`config.mk`:
```
export PLATFORM = sky130hd
export DESIGN_NAME = clk_period_meter
export DESIGN_NICKNAME = d
export VERILOG_FILES = /design/src/rtl/clk_period_meter.sv
export SDC_FILE = /design/constraint.sdc
export NUM_CORES = 1
export LEC_CHECK = 0
export BUFFER_PORTS_ARGS = -buffer_cell sky130_fd_sc_hd__buf_4
export CORE_ASPECT_RATIO = 1.5
export CORE_MARGIN = 3
export CORE_UTILIZATION = 25
export CTS_CLUSTER_DIAMETER = 120
export DETAILED_ROUTE_END_ITERATION = 10
export PLACE_DENSITY_LB_ADDON = 0.05
export SYNTH_ARGS = -nofsm -noshare
export SYNTH_HDL_FRONTEND = slang
export SYNTH_SLANG_ARGS = --single-unit
```
`constraint.sdc`:
```
create_clock -name clk -period 3.85 [get_ports clk]
set_input_delay 0.385 -clock clk [delete_from_list [all_inputs] [get_ports clk]]
set_output_delay 0.385 -clock clk [all_outputs]
set_load 0.03 [all_outputs]
```
`src/rtl/clk_period_meter.sv`:
```
// clk_period_meter: period and high-time meter for a slow square wave.
// Counts in system-clock cycles; flags loss of signal on counter overflow.
module clk_period_meter #(
    parameter int W = 16
) (
    input  logic         clk,
    input  logic         rst,
    input  logic         in,
    output logic [W-1:0] period,
    output logic [W-1:0] high,
    output logic         valid,
    output logic         lost
);

    typedef enum logic [1:0] {
        WAIT_LOW  = 2'd0,
        WAIT_EDGE = 2'd1,
        MEASURE   = 2'd2
    } state_t;

    localparam logic [W-1:0] CNT_MAX = '1;
    localparam logic [W-1:0] CNT_ONE = {{(W-1){1'b0}}, 1'b1};

    state_t       state;
    logic         s1;
    logic         s2;
    logic         s3;
    logic [1:0]   fill;
    logic         primed;
    logic         rise;
    logic [W-1:0] cnt;
    logic [W-1:0] hcnt;
    logic [W-1:0] s2_ext;

    // s2 only reflects the real input once two edges have loaded it
    // since reset; before that its reset 0 must not count as "low".
    assign primed = fill[1];
    assign rise   = s2 & ~s3;
    assign s2_ext = {{(W-1){1'b0}}, s2};

    // Synchronizer chain and post-reset fill tracker.
    always_ff @(posedge clk) begin
        if (rst) begin
            s1   <= 1'b0;
            s2   <= 1'b0;
            s3   <= 1'b0;
            fill <= 2'd0;
        end else begin
            s1 <= in;
            s2 <= s1;
            s3 <= s2;
            if (!fill[1]) begin
                fill <= fill + 2'd1;
            end
        end
    end

    // Measurement FSM with counters and registered outputs.
    always_ff @(posedge clk) begin
        if (rst) begin
            state  <= WAIT_LOW;
            cnt    <= '0;
            hcnt   <= '0;
            period <= '0;
            high   <= '0;
            valid  <= 1'b0;
            lost   <= 1'b0;
        end else begin
            valid <= 1'b0;
            unique case (state)
                WAIT_LOW: begin
                    if (primed && !s2) begin
                        state <= WAIT_EDGE;
                    end
                end
                WAIT_EDGE: begin
                    if (rise) begin
                        cnt   <= CNT_ONE;
                        hcnt  <= CNT_ONE;
                        state <= MEASURE;
                    end
                end
                MEASURE: begin
                    if (rise) begin
                        period <= cnt;
                        high   <= hcnt;
                        valid  <= 1'b1;
                        lost   <= 1'b0;
                        cnt    <= CNT_ONE;
                        hcnt   <= CNT_ONE;
                    end else if (cnt == CNT_MAX) begin
                        lost  <= 1'b1;
                        state <= WAIT_LOW;
                    end else begin
                        cnt  <= cnt + CNT_ONE;
                        hcnt <= hcnt + s2_ext;
                    end
                end
                default: begin
                    state <= WAIT_LOW;
                end
            endcase
        end
    end

endmodule

```
Yosys cells after proc, flatten, opt, wreduce, memory -nomap -nowiden
Cells that the tools add are included.
{"block": "classes", "addsub": 3, "eq_ne": 8, "muxes": 16, "bitwise": 3, "reduce_logical": 10}
{"operator": "16-bit 2-to-1 mux", "n": 5}
{"operator": "16-bit case mux with 2 select lines", "n": 2}
{"operator": "16-bit by 1-bit adder with 16-bit output", "n": 1}
{"operator": "16-bit by 1-bit adder with 16-bit output, second input constant", "n": 1}
{"operator": "16-bit == test, second input constant", "n": 1}
{"operator": "2-bit 2-to-1 mux", "n": 5}
{"operator": "2-bit != test, second input constant", "n": 4}
{"operator": "2-bit case mux with 3 select lines", "n": 1}
{"operator": "2-bit AND reduction", "n": 2}
{"operator": "4-bit AND reduction", "n": 1}
{"operator": "2-bit nonzero test", "n": 2}
{"operator": "1-bit 2-to-1 mux", "n": 3}
{"operator": "3-bit != test, second input constant", "n": 1}
{"operator": "3-bit AND reduction", "n": 1}
{"operator": "2-bit by 1-bit adder with 2-bit output, second input constant", "n": 1}
{"operator": "2-bit by 1-bit == test with 1-bit output, second input constant", "n": 1}
{"operator": "2-bit == test, second input constant", "n": 1}
{"operator": "2-bit logical NOT", "n": 1}
{"operator": "1-bit NOT", "n": 2}
{"operator": "2-bit OR reduction", "n": 1}
{"operator": "1-bit bitwise AND", "n": 1}
{"operator": "1-bit logical AND", "n": 1}
{"operator": "1-bit logical NOT", "n": 1}
{"block": "word_totals", "ff_bits": 73, "output_inout_bits": 34, "word_cells": 52}

Longest topological paths before layout
Gate-level depths: netlist of run 1.
{"block": "logic_depth", "ltp_word": 4, "mapped_depth": 7, "depth_no_buf": 5}

Least setup slack after synthesis of run 1
OpenSTA, ideal clock, no wires.
{"block": "synth_timing", "kind": "reg-to-reg", "from": "register cnt[0]", "to": "register hcnt[13]", "setup_time_ns": 0.133, "t_arrival_ns": 1.777, "required_ns": 3.717, "slack_ns": 1.940, "path_stages_with_launch": 8, "n_path_buf": 2, "synth_period_minus_slack_ns": 1.910, "cell_sequence": "dfxtp_1 -> ha_1 -> nand3_4 -> or4_1 -> buf_2 -> buf_6 -> a41oi_1 -> a31oi_1"}
{"block": "synth_between", "elab_chain_cells": 3}
{"item": "start, declared", "line": "31", "text": "logic [W-1:0] cnt;"}
{"item": "start signal, assigned", "line": "95", "text": "cnt <= cnt + CNT_ONE;"}
{"item": "16-bit == test", "line": "91", "text": "end else if (cnt == CNT_MAX) begin"}
{"item": "3-bit != test (no source line)"}
{"item": "3-bit AND reduction (no source line)"}
{"item": "end signal, assigned", "line": "96", "text": "hcnt <= hcnt + s2_ext;"}
{"item": "end, declared", "line": "32", "text": "logic [W-1:0] hcnt;"}
No other way between the ends.
A chain may end at the register's enable or synchronous reset.

Worst setup path after layout of run 1
{"block": "layout_timing", "from": "register cnt[0]", "to": "register cnt[6]"}
{"block": "layout_between", "elab_chain_cells": 4}
{"item": "16-bit by 1-bit adder with 16-bit output", "line": "95"}
{"item": "16-bit 2-to-1 mux", "line": "91"}
{"item": "16-bit 2-to-1 mux", "line": "84", "text": "if (rise) begin"}
{"item": "16-bit case mux with 2 select lines", "line": "70", "text": "unique case (state)"}
Parallel ways exist; a longest one is shown, timed or not. The select of a mux whose other input is x is not followed.

==> results summary, run 1 <==
The number of standard cells after synthesis is 400. The worst-case setup slack after placement is between 1 and 1.5 ns. The sum of negative setup slack is 0 ns.

The count of yosys warnings during synthesis is 0. The die height is ~150 um. The number of levels the H-tree was split into came out at 3. For this run, the post-layout net count is ~430. The number of cells in the finished layout apart from fillers is 586. The fraction of final layout cells with drive strength greater than 1 came out at between 10% and 20%. The count of state elements after synthesis came out at 73. The number of search-and-repair iterations in the first detailed-routing pass came out at 5. The relative area change from synthesis to final layout is 21.23%. STA classifies the critical path endpoint as a flip-flop. The power share of the combinational group is approximately 3.0%.

The global-route wire length before repair came out at around 17000 um. The sequential cell fraction of total power came out at ~46%. The number of hold violations in the final report was 0. Synthesis instantiated 46 different standard cells from the library. The share of power burned in the clock network came out at between 50% and 60%. TritonCTS built the clock tree. In this run the deepest clock path goes through 2 buffers. The design draws approximately 1.7 mW. The critical path data required time came out at between 4 and 5 ns.

The standard cell area after detailed placement came out at approximately 0.0037 mm^2. The worst supply voltage drop on vdd is ~0.20 mV. The critical path is of the reg -> reg type. The synthesized netlist net count is around 410.

The number of design rule violations left after detail routing came out at 0. The flow ran to the end, and the final reports show no timing, DRC or antenna violations. The top fanout value on the critical path is 11. The total of buffers placed on input and output ports came out at 36.

The clock net sink count is 73. Sorting the synthesized cells by area gives the leading types as dfxtp_1 45%, nand2_1 9.4%, a21oi_1 5.9%. The shortest period the worst path allows is between 2 and 2.5 ns. The clock skew after layout came out at roughly 0.0035 ns. The die area came out at 0.01457 mm^2. The largest stage delay on the critical path came out at between 0.6 and 0.7 ns. The final critical-path share of the clock period is a little over three fifths. In the layout the commonest cells are 82 x nand2_1, 73 x dfxtp_1, 45 x buf_4, 39 x a21oi_1, 25 x a31oi_1. The violation count after the first detailed-routing iteration came out at 141. The detailed router placed 3092 vias in this run.

Across all setup checks in the final design, the least slack found is around 1.4 ns. Clock tree synthesis inserted a total of 9 buffers. The final number of max-transition violations was 0. The placed wire-length estimate came out at approximately 6700 um. The number of synthesized flops with an enable pin is 0. The classification of the worst-slack hold path is in -> reg. The floorplan die width is between 90 and 100 um.

The pin count of the biggest net entering global routing is 66. The wire length per cell after detailed routing is 17.19 um. The remaining max-slew budget at the tightest pin came out at 33.67%. Setup repair after global routing left no endpoint under its margin. At the end of routability-driven placement, the weighted congestion stood at 0.8114. The number of global-route vias before repair is just over 3000. The overall track demand over capacity in global routing came out at between 10% and 20%. The cell internal power dissipation came out at approximately 1.3 mW. The signal on the critical path passes through ha_1 -> nand3_4 -> nor4_4 -> o21ai_1 -> a221oi_1. The post-CTS clock slew at the launch and capture registers of the worst setup and hold paths came out at about 0.06 ns. The pin slew with the least headroom to its limit came out at between 0.9 and 1 ns.

Once the clock tree was built, the resizer swapped 0 gates to a different size. The worst setup path is launched from a flip-flop. The post-layout utilization of the core came out at a little under a third. The static leakage power is around 1.3 nW. The number of antenna violations at the first check in global routing is 0. The post-route cell area is approximately 0.004 mm^2.

Buffers added to address setup during post-CTS repair amount to 0. Data on the critical path arrives at its endpoint at 2.67 ns. The share of the yosys chip area belonging to registers is ~45%.

The average instance area after synthesis is around 8 um^2. The setup-violating endpoint count in the final report is 0. The core region area came out at between 0.01 and 0.015 mm^2.

In this run the remaining antenna-violating nets after routing total 0. The area of the mapped netlist is ~0.0033 mm^2. The cell sitting at the root of the clock tree is a clkbuf_16.

The floorplan has 50 rows. Leaving out fill and tap cells, the most frequent cell in the layout is nand2_1. The effective utilization at floorplan came out at approximately 26%. Across the run, the number of max-cap violations was 0. 0 antenna diodes ended up in the layout. The fraction of power spent switching nets is a little over a fifth. The number of placed I/O pins is 37. For this run, asynchronously set or reset flops after synthesis account for 0%. The total global routing overflow is 0. The area fraction of the dominant cell type after synthesis is between 40% and 50%.

The cell with the largest stage delay on the worst path is nor4_4. For this run, the leading register cell type out of synthesis is dfxtp_1. Hold timing on the final database bottoms out at a slack of roughly 0.25 ns. The aggregate routed wire length came out at ~10000 um. The total power divided by cell area came out at around 420 mW/mm^2. The cts-stage hold buffer count came out at 0. The later pin in the worst-skew pair is clocked with a latency of ~0.34 ns. The total placed cells including tap cells came out at around 570.

The biggest area contributor in the post-synthesis netlist is dfxtp_1. The net load switching power is ~0.37 mW. The fmax is slightly above 400 MHz. The detailed-route vias per instance is between 5 and 6.
state kept, by name, summed over array words and instances (netlist names):
name	count
s2	1
lost	1
state	2
high	16
s3	1
hcnt	16
period	16
valid	1
cnt	16
s1	1
fill	2
worst max-delay path: cells and delay by family (launching register included):
kind                       cells  cell delay (ns)
adders and majority gates      1             0.28
and+or+nand+nor                2             0.82
DFF                            1             0.46
AOI/OAI and AO/OA              2             0.77
cells in the mapped netlist, types with 6 or more instances:
| master | instances |
|---|---|
| nand2_1 | 82 |
| dfxtp_1 | 73 |
| a21oi_1 | 39 |
| a31oi_1 | 25 |
| clkbuf_1 | 21 |
| o211ai_1 | 18 |
| nand4_1 | 14 |
| nand3_1 | 13 |
| nor2_1 | 13 |
| or4_1 | 9 |
| or3_1 | 8 |
| nor3_1 | 7 |
| buf_2 | 6 |
| inv_1 | 6 |
| nor2b_1 | 6 |
cell families after synthesis:
family                   synth area share, %
XOR/XNOR                              0.5336
flip-flops                             44.51
buffers and inverters                  4.802
adder cells (fa/ha/maj)                1.143
AO/OA/AOI/OAI                          22.22
AND/OR/NAND/NOR                        26.79
cell type report:
class / instances / area, um^2
repair buffers: 45 / 337.8
clock inverters: 3 / 40.04
fillers: 1394 / 8657
inverters: 6 / 22.52
flip-flops and latches: 73 / 1461
multi-input cells: 291 / 1667
well taps: 156 / 195.2
clock buffers: 12 / 256.5
power groups by stage:
stage	logic, mW	clock network (mW)	registers, mW
floorplan	0.0371	0	0.789
global placement	0.0521	0	0.791
detailed placement	0.0524	0	0.792
CTS	0.0526	0.891	0.775
global route	0.0587	0.909	0.776
finish	0.0511	0.853	0.775
path summary, 6_finish.rpt:
kind	slack (ns)	end	startpoint	depth (start not counted)
max	1.42	cnt[6]	cnt[0]	5
min	0.25	s1	in	2
max reg2reg	1.42	cnt[6]	cnt[0]	5
min reg2reg	0.43	s2	s1	1
per-layer routing:
metal | track usage, % | wire (um) | vias up
met2 | 24.87 | 5136 | 71
met1 | 17.25 | 4345 | 1478
li1 | - | - | 1526
met5 | 0 | 0 | -
met4 | 7.040 | 253 | 0
met3 | 2.533 | 340 | 17
Note: power is estimated with default switching activity, not from simulation.
==> run 2: changes to the inputs <==
--- a/config.mk
+++ b/config.mk
@@ -5,6 +5,7 @@
 export SDC_FILE = /design/constraint.sdc
 export NUM_CORES = 1
 export LEC_CHECK = 0
+export ABC_AREA = 1
 export BUFFER_PORTS_ARGS = -buffer_cell sky130_fd_sc_hd__buf_4
 export CORE_ASPECT_RATIO = 1.5
 export CORE_MARGIN = 3
==> constraint.sdc (replaced) <==
create_clock -name clk -period 2.4 [get_ports clk]
set_input_delay 0.24 -clock clk [delete_from_list [all_inputs] [get_ports clk]]
set_output_delay 0.24 -clock clk [all_outputs]
set_load 0.03 [all_outputs]
==> results summary, run 2 <==
The run finished with clean final reports. Counting along the longest clock path gives a buffer depth of 2. TritonCTS built the clock tree. The final critical-path share of the clock period came out at about four fifths.

The number of global-route vias before repair is 3440. The detailed-route vias per instance came out at between 4 and 5. In this run the count of I/O pins placed on the die edge is 37. The number of unique standard cell types used by synthesis is 22.

Sorting the synthesized cells by how often they occur yields 136 x nand2_1, 79 x nor2_1, 76 x nand3_1. The number of hold violations in the final report is 0. The area of the mapped netlist is 0.003452 mm^2. The tool flagged a number of max-cap violations equal to 0. Once the clock tree was built, the setup fixing pass inserted 0 buffers.

The wire length per cell after detailed routing is approximately 15 um. The sum of negative setup slack came out at 0 ns. The average instance area after synthesis is 6.588 um^2. The pin slew with the least headroom to its limit is ~0.79 ns. The routability-driven placement congestion ratio is between 0.8 and 0.9. The H-tree generated during clock tree synthesis spans 3 levels.

After detailed placement, the total cell area comes to a little under 0.004 mm^2. 0 antenna diodes ended up in the layout. The post-route cell area came out at approximately 0.0042 mm^2. The die is about 100 um wide. The clock latency on the worst-skew pair came out at about 0.33 ns. The final number of max-transition violations is 0. The count of state elements after synthesis came out at between 70 and 80. The cell row count came out at 52.

In this run the standard cell core region covers approximately 0.014 mm^2. The number of search-and-repair iterations in the first detailed-routing pass came out at 4. The clock skew after layout came out at ~0.0039 ns. The total design power is between 2 and 3 mW.

The overall track demand over capacity in global routing came out at between 15 and 20%. The violation count after the first detailed-routing iteration came out at slightly above 90. For this block, the routed nets add up to ~11000 um of wire.

The total of buffers placed on input and output ports is 36. Among all stages on the critical path, the largest delay is contributed by dfxtp_1. The number of gates resized after CTS is 0. By instance count, the leading cell after synthesis is nand2_1. The Yosys step of the flow raised 0 warnings.

The signal on the critical path passes through ha_1 -> nand2_1 -> nor2_1 -> nand2_1 -> o21ai_4 -> nand2_2 -> buf_4 -> o21ai_0 -> nor2_1. Summed over all cells, the static leakage comes to ~1.8 nW. The critical path data required time came out at about 2.6 ns.

The busiest layer in global routing is met2. The top fanout value on the critical path came out at 28. The critical path endpoint category is a flip-flop. Global routing used 16.31% of the available met1 tracks.

Entering global routing, the biggest net connects 42 pins. The fmax came out at between 500 and 600 MHz. The arrival time of data at the critical path endpoint is 2.15 ns.

The number of design rule violations left after detail routing came out at 0. The flip-flop cell with the highest count after synthesis is dfxtp_1. The met3 track demand over resource in global routing is under 10%. The tree is rooted in a clkbuf_16. The die covers approximately 0.015 mm^2. The first global-routing pass estimated between 15000 and 20000 um of wire. The met2 global-route usage is 28.15%. Summing over every cut layer, the via total after detailed routing is around 3400. Sorting the synthesized cells by area gives the leading types as dfxtp_1 42%, nand2_1 15%, nand3_1 11%.

Setup repair after global routing left no endpoint under its margin. The largest total area in the synthesized netlist belongs to dfxtp_1. The clock drives between 70 and 80 sinks.

The worst-case setup slack after placement is roughly 0.47 ns. The shortest period the worst path allows is a little under 2 ns. The most common library cell in the layout ignoring fill and taps is nand2_1. The setup check on the worst reg-to-reg path leaves a slack of around 0.47 ns.

For this run, the post-layout net count is ~570. The fraction of registers with async set/reset came out at 0%. In the final layout, the share of cells above drive strength 1 is around an eighth. The number of synthesized flops with an enable pin is 0.

The number of antenna violations at the first check in global routing came to 0. The share of the yosys chip area belonging to registers is a little over two fifths. The worst supply voltage drop on vdd is between 0.2 and 0.25 mV.

Dividing total power by cell area gives a power density of about 670 mW/mm^2. The setup slack after layout came out at about 0.47 ns. The setup-violating endpoint count in the final report came out at 0.

The kind of critical path is reg -> reg. The remaining max-slew budget at the tightest pin is 46.95%. The relative area change from synthesis to final layout is 21.82%. For this run, the slowest stage of the critical path takes about 0.42 ns. After clock tree synthesis, the clock-pin slew on the worst setup and hold paths is around 0.060 ns. Once detail routing completed, the nets flagged for antenna violations numbered 0.

The total global routing overflow is 0. Buffers inserted to repair hold after CTS numbered 0. The number of clock buffers added by TritonCTS is 9. The HPWL after detailed placement is between 7000 and 8000 um. STA classifies the critical path startpoint as a flip-flop. The number of standard cells after synthesis came out at around 520. The classification of the worst-slack hold path is in -> reg. Counting the fill cells in the layout gives between 1500 and 2000.

In the layout the commonest cells are 136 x nand2_1, 79 x nor2_1, 76 x nand3_1, 73 x dfxtp_1, 55 x inv_1. The die height is about 150 um. For this configuration, the core starts out at a cell density of approximately a quarter.

The top cell type by area accounts for a little over two fifths of the synthesized area. The synthesized netlist net count came out at 530.
[run 2: cell types whose count changed after synthesis, moves of 9 or more]
cell,before,now
a31oi_1,25,0
a21oi_1,39,17
nand2_1,82,136
o21ai_0,5,37
inv_1,6,56
nand3_1,13,76
o211ai_1,18,0
or4_1,9,0
nor2_1,13,79
[run 2: cell families (layout without fill, tap and decap cells)]
logic type                 count (synthesis)  count (layout)  share of synthesized area [%]
and+or+nand+nor                          308             308                          37.66
buffers and inverters                     79             119                          9.423
DFF                                       73              73                          42.33
AOI/OAI and AO/OA                         61              61                          9.496
adders and majority gates                  3               3                          1.087
[run 2: final timing paths]
kind                            startpoint  endpoint  cells after the start
worst min register to register          s1        s2                      2
worst max-delay path                cnt[1]    cnt[2]                      9
worst max register to register      cnt[1]    cnt[2]                      9
worst min-delay path                    in        s1                      3
[run 2: critical path, delay by kind of cell, from the launching register on]
family          cells  cell delay [ns]
simple gates        5             0.54
fa+ha+maj           1             0.23
buf+inv             1             0.23
compound gates      2             0.39
flops               1             0.42
[run 2: power by group]
| part | internal (mW) | switching (mW) |
|---|---|---|
| Clock | 0.909 | 0.529 |
| Sequential | 1.23 | 0.0212 |
| Combinational | 0.0375 | 0.0817 |
| Total | 2.18 | 0.632 |
[run 2: final cells by class]
class                   count  area (um^2)  area share [%]
inverters                  56        210.2           4.999
repair buffers             47        352.8           8.390
well taps                 162        202.7           4.820
multi-input cells         372         1665           39.60
clock buffers              11        232.7           5.534
flip-flops and latches     73         1461           34.75
clock inverters             5        80.08           1.904
[run 2: through the flow]
| step | util [%] | instances | hold slack [ns] |
|---|---|---|---|
| floorplan | - | 524 | 0.3470 |
| global placement | 28.76 | 710 | 0.4101 |
| detailed placement | 28.76 | 710 | 0.4084 |
| CTS | 31.07 | 726 | 0.08940 |
| global route | 31.07 | 726 | 0.1060 |
| finish | 31.07 | 726 | 0.1021 |
[run 2: routing by layer]
layer	routed length, um	part of all wire (%)
met4	243	2.3
met3	254	2.4
met5	0	0
met2	5716	54
met1	4333	41
==> run 3: changes to the inputs <==
==> constraint.sdc (replaced) <==
create_clock -name clk -period 1.8 [get_ports clk]
set_input_delay 0.18 -clock clk [delete_from_list [all_inputs] [get_ports clk]]
set_output_delay 0.18 -clock clk [all_outputs]
set_load 0.03 [all_outputs]
==> results summary, run 3 (synthesis results as in run 2) <==
The critical path data required time came out at about 2.0 ns. For the pin with the worst max-slew slack, the measured transition is roughly 0.49 ns. The library cell used most frequently in the layout, excluding fill and tap cells, is nand2_1. The number of max-capacitance violations reported is 0.

IR analysis of the VDD net gives a maximum drop of ~0.45 mV. The number of buffers added by the clock tree synthesis step came out at 9. The number of hold violations in the final report came out at 0. The number of antenna violations at the first check in global routing is 0. The number of levels the H-tree was split into came out at 3. The arrival time of data at the critical path endpoint is ~1.8 ns. The busiest layer in global routing is met2.

The flow ran to the end, and the final reports show no timing, DRC or antenna violations. The worst setup path is of the reg -> reg kind. The detailed router placed ~3400 vias in this run. The number of search-and-repair iterations in the first detailed-routing pass came out at 4. In this run the core area contains between 50 and 60 standard-cell rows. After clock tree synthesis, the repair step resized 0 gates. The total global routing overflow came out at 0. The net total in the final layout is 580. The clock arrives with slightly below 0.008 ns of skew.

Entering global routing, the biggest net connects 42 pins. The floorplan step set the die width to 101.9 um. The worst-case setup slack after placement is around 0.14 ns. The remaining max-slew budget at the tightest pin is around two thirds. The number of nets with antenna violations after routing came out at 0. The met1 usage in global routing came out at 16.16%. The number of design rule violations left after detail routing came out at 0. Based on the critical path, the design can be clocked at up to between 600 and 700 MHz. Setup repair after global routing left no endpoint under its margin. The sum of negative setup slack came out at 0 ns. The die height came out at 149.9 um. After clock tree synthesis, the setup repair step added 0 buffers. The critical path endpoint category is a flip-flop.

The routability-driven placement congestion ratio is 0.8296. The tree is rooted in a clkbuf_16. The worst hold path belongs to the class in -> reg. The shortest period the worst path allows is 1.598 ns. The placed wire-length estimate came out at 7514 um. The first global-routing pass estimated 16890 um of wire. Relative to the synthesized area, the layout overhead comes to 27.69%. The number of global-route vias before repair is ~3200.

The setup-violating endpoint count in the final report came out at 0. The overall track demand over capacity in global routing came out at about 15%. The fraction of final layout cells with drive strength greater than 1 is between 10% and 20%. The buffer depth of the longest clock path came out at 2.

The total of buffers placed on input and output ports came out at 36. The number of placed I/O pins is 37. The startpoint kind of the worst setup timing path is a flip-flop. The clock net sink count came out at 73. The aggregate routed wire length is approximately 11000 um. The detailed-route vias per instance is ~4.6.

For this block, the initial DRC count from the detailed router was between 100 and 150. The wire length per cell after detailed routing is about 14 um. For this design the ratio of total power to cell area is 947.2 mW/mm^2. The number of antenna cells inserted came out at 0. The post-CTS clock slew at the launch and capture registers of the worst setup and hold paths is 0.06 ns.

For this design the static power due to leakage is approximately 1.9 nW. After layout, the worst path uses between 80% and 90% of the clock period. The met3 track demand over resource in global routing is around 2.8%. The top cell types in the final layout, fill and taps aside, are 135 x nand2_1, 77 x nor2_1, 76 x nand3_1, 73 x dfxtp_1, 61 x buf_4.

Of all nets on the critical path, the largest fanout is 36. The clock reaches the later pin of the worst-skew pair after 0.34 ns. The final number of max-transition violations came out at 0. The die covers around 0.015 mm^2.

The total area inside the core boundary comes to approximately 0.014 mm^2. The setup slack after layout came out at around 0.2 ns. The flop-to-flop setup slack came out at around 0.20 ns.

In this run, post-CTS hold repair placed 0 buffers. Once the floorplan was initialized, standard cells occupied about a quarter of the core. TritonCTS built the clock tree. The met2 global-route usage came out at between 20 and 30%.
run 3: cell count changes in the layout (fill, tap and decap cells not counted), sizes merged:
cell      delta
buf         +15
clkinvlp     -2
clkbuf       -2
bufinv       +3
run 3: worst max-delay path: stages (launching register included):
cell     delay (ns)
dfxtp_1        0.34
ha_2           0.19
nand2_1        0.07
nor2_2         0.13
nand2_2        0.10
o21ai_4        0.17
nand2_2        0.09
buf_12         0.18
o21ai_0        0.16
nor2_1         0.05
run 3: per-stage QoR:
stage | utilization, % | power (mW) | hold WS, ns | area (um^2) | cells
6_report | 32.57 | 4.175 | 0.04567 | 4408 | 740
3_5_place_dp | 29.69 | 1.886 | 0.3891 | 4018 | 725
5_1_grt | 32.57 | 4.353 | 0.05813 | 4408 | 740
3_3_place_gp | 29.69 | 1.884 | 0.3820 | 4018 | 725
2_1_floorplan | - | 1.824 | 0.2870 | 3452 | 524
4_1_cts | 32.50 | 4.243 | 0.03939 | 4398 | 740
run 3: path summary, 6_finish.rpt:
| check | startpoint | end | cells after the start |
|---|---|---|---|
| hold / removal | in | s1 | 3 |
| hold reg to reg | s1 | s2 | 2 |
| setup / recovery | cnt[0] | cnt[2] | 9 |
| setup reg to reg | cnt[0] | cnt[2] | 9 |
run 3: layout make-up:
type                       instances  area (um^2)
tap                              162        202.7
clock inverter                     6        155.1
fill                            1490         9125
inverter                          56        210.2
multi-input combinational        372         1675
sequential                        73         1461
timing repair buffer              62        478.0
clock buffer                       9        225.2
run 3: per-layer routing:
metal | vias up | part of all wire (%)
met1 | 1559 | 41
met2 | 59 | 54
met4 | 0 | 2.3
met3 | 17 | 2.7
met5 | - | 0
li1 | 1771 | -
run 3: report_power, final:
| group | internal, mW | switching [mW] | leakage [nW] | total (mW) |
|---|---|---|---|---|
| registers | 1.65 | 0.0251 | 0.590 | 1.67 |
| logic | 0.0602 | 0.116 | 1.13 | 0.176 |
| clock network | 1.62 | 0.703 | 0.185 | 2.33 |
| total | 3.33 | 0.844 | 1.90 | 4.18 |
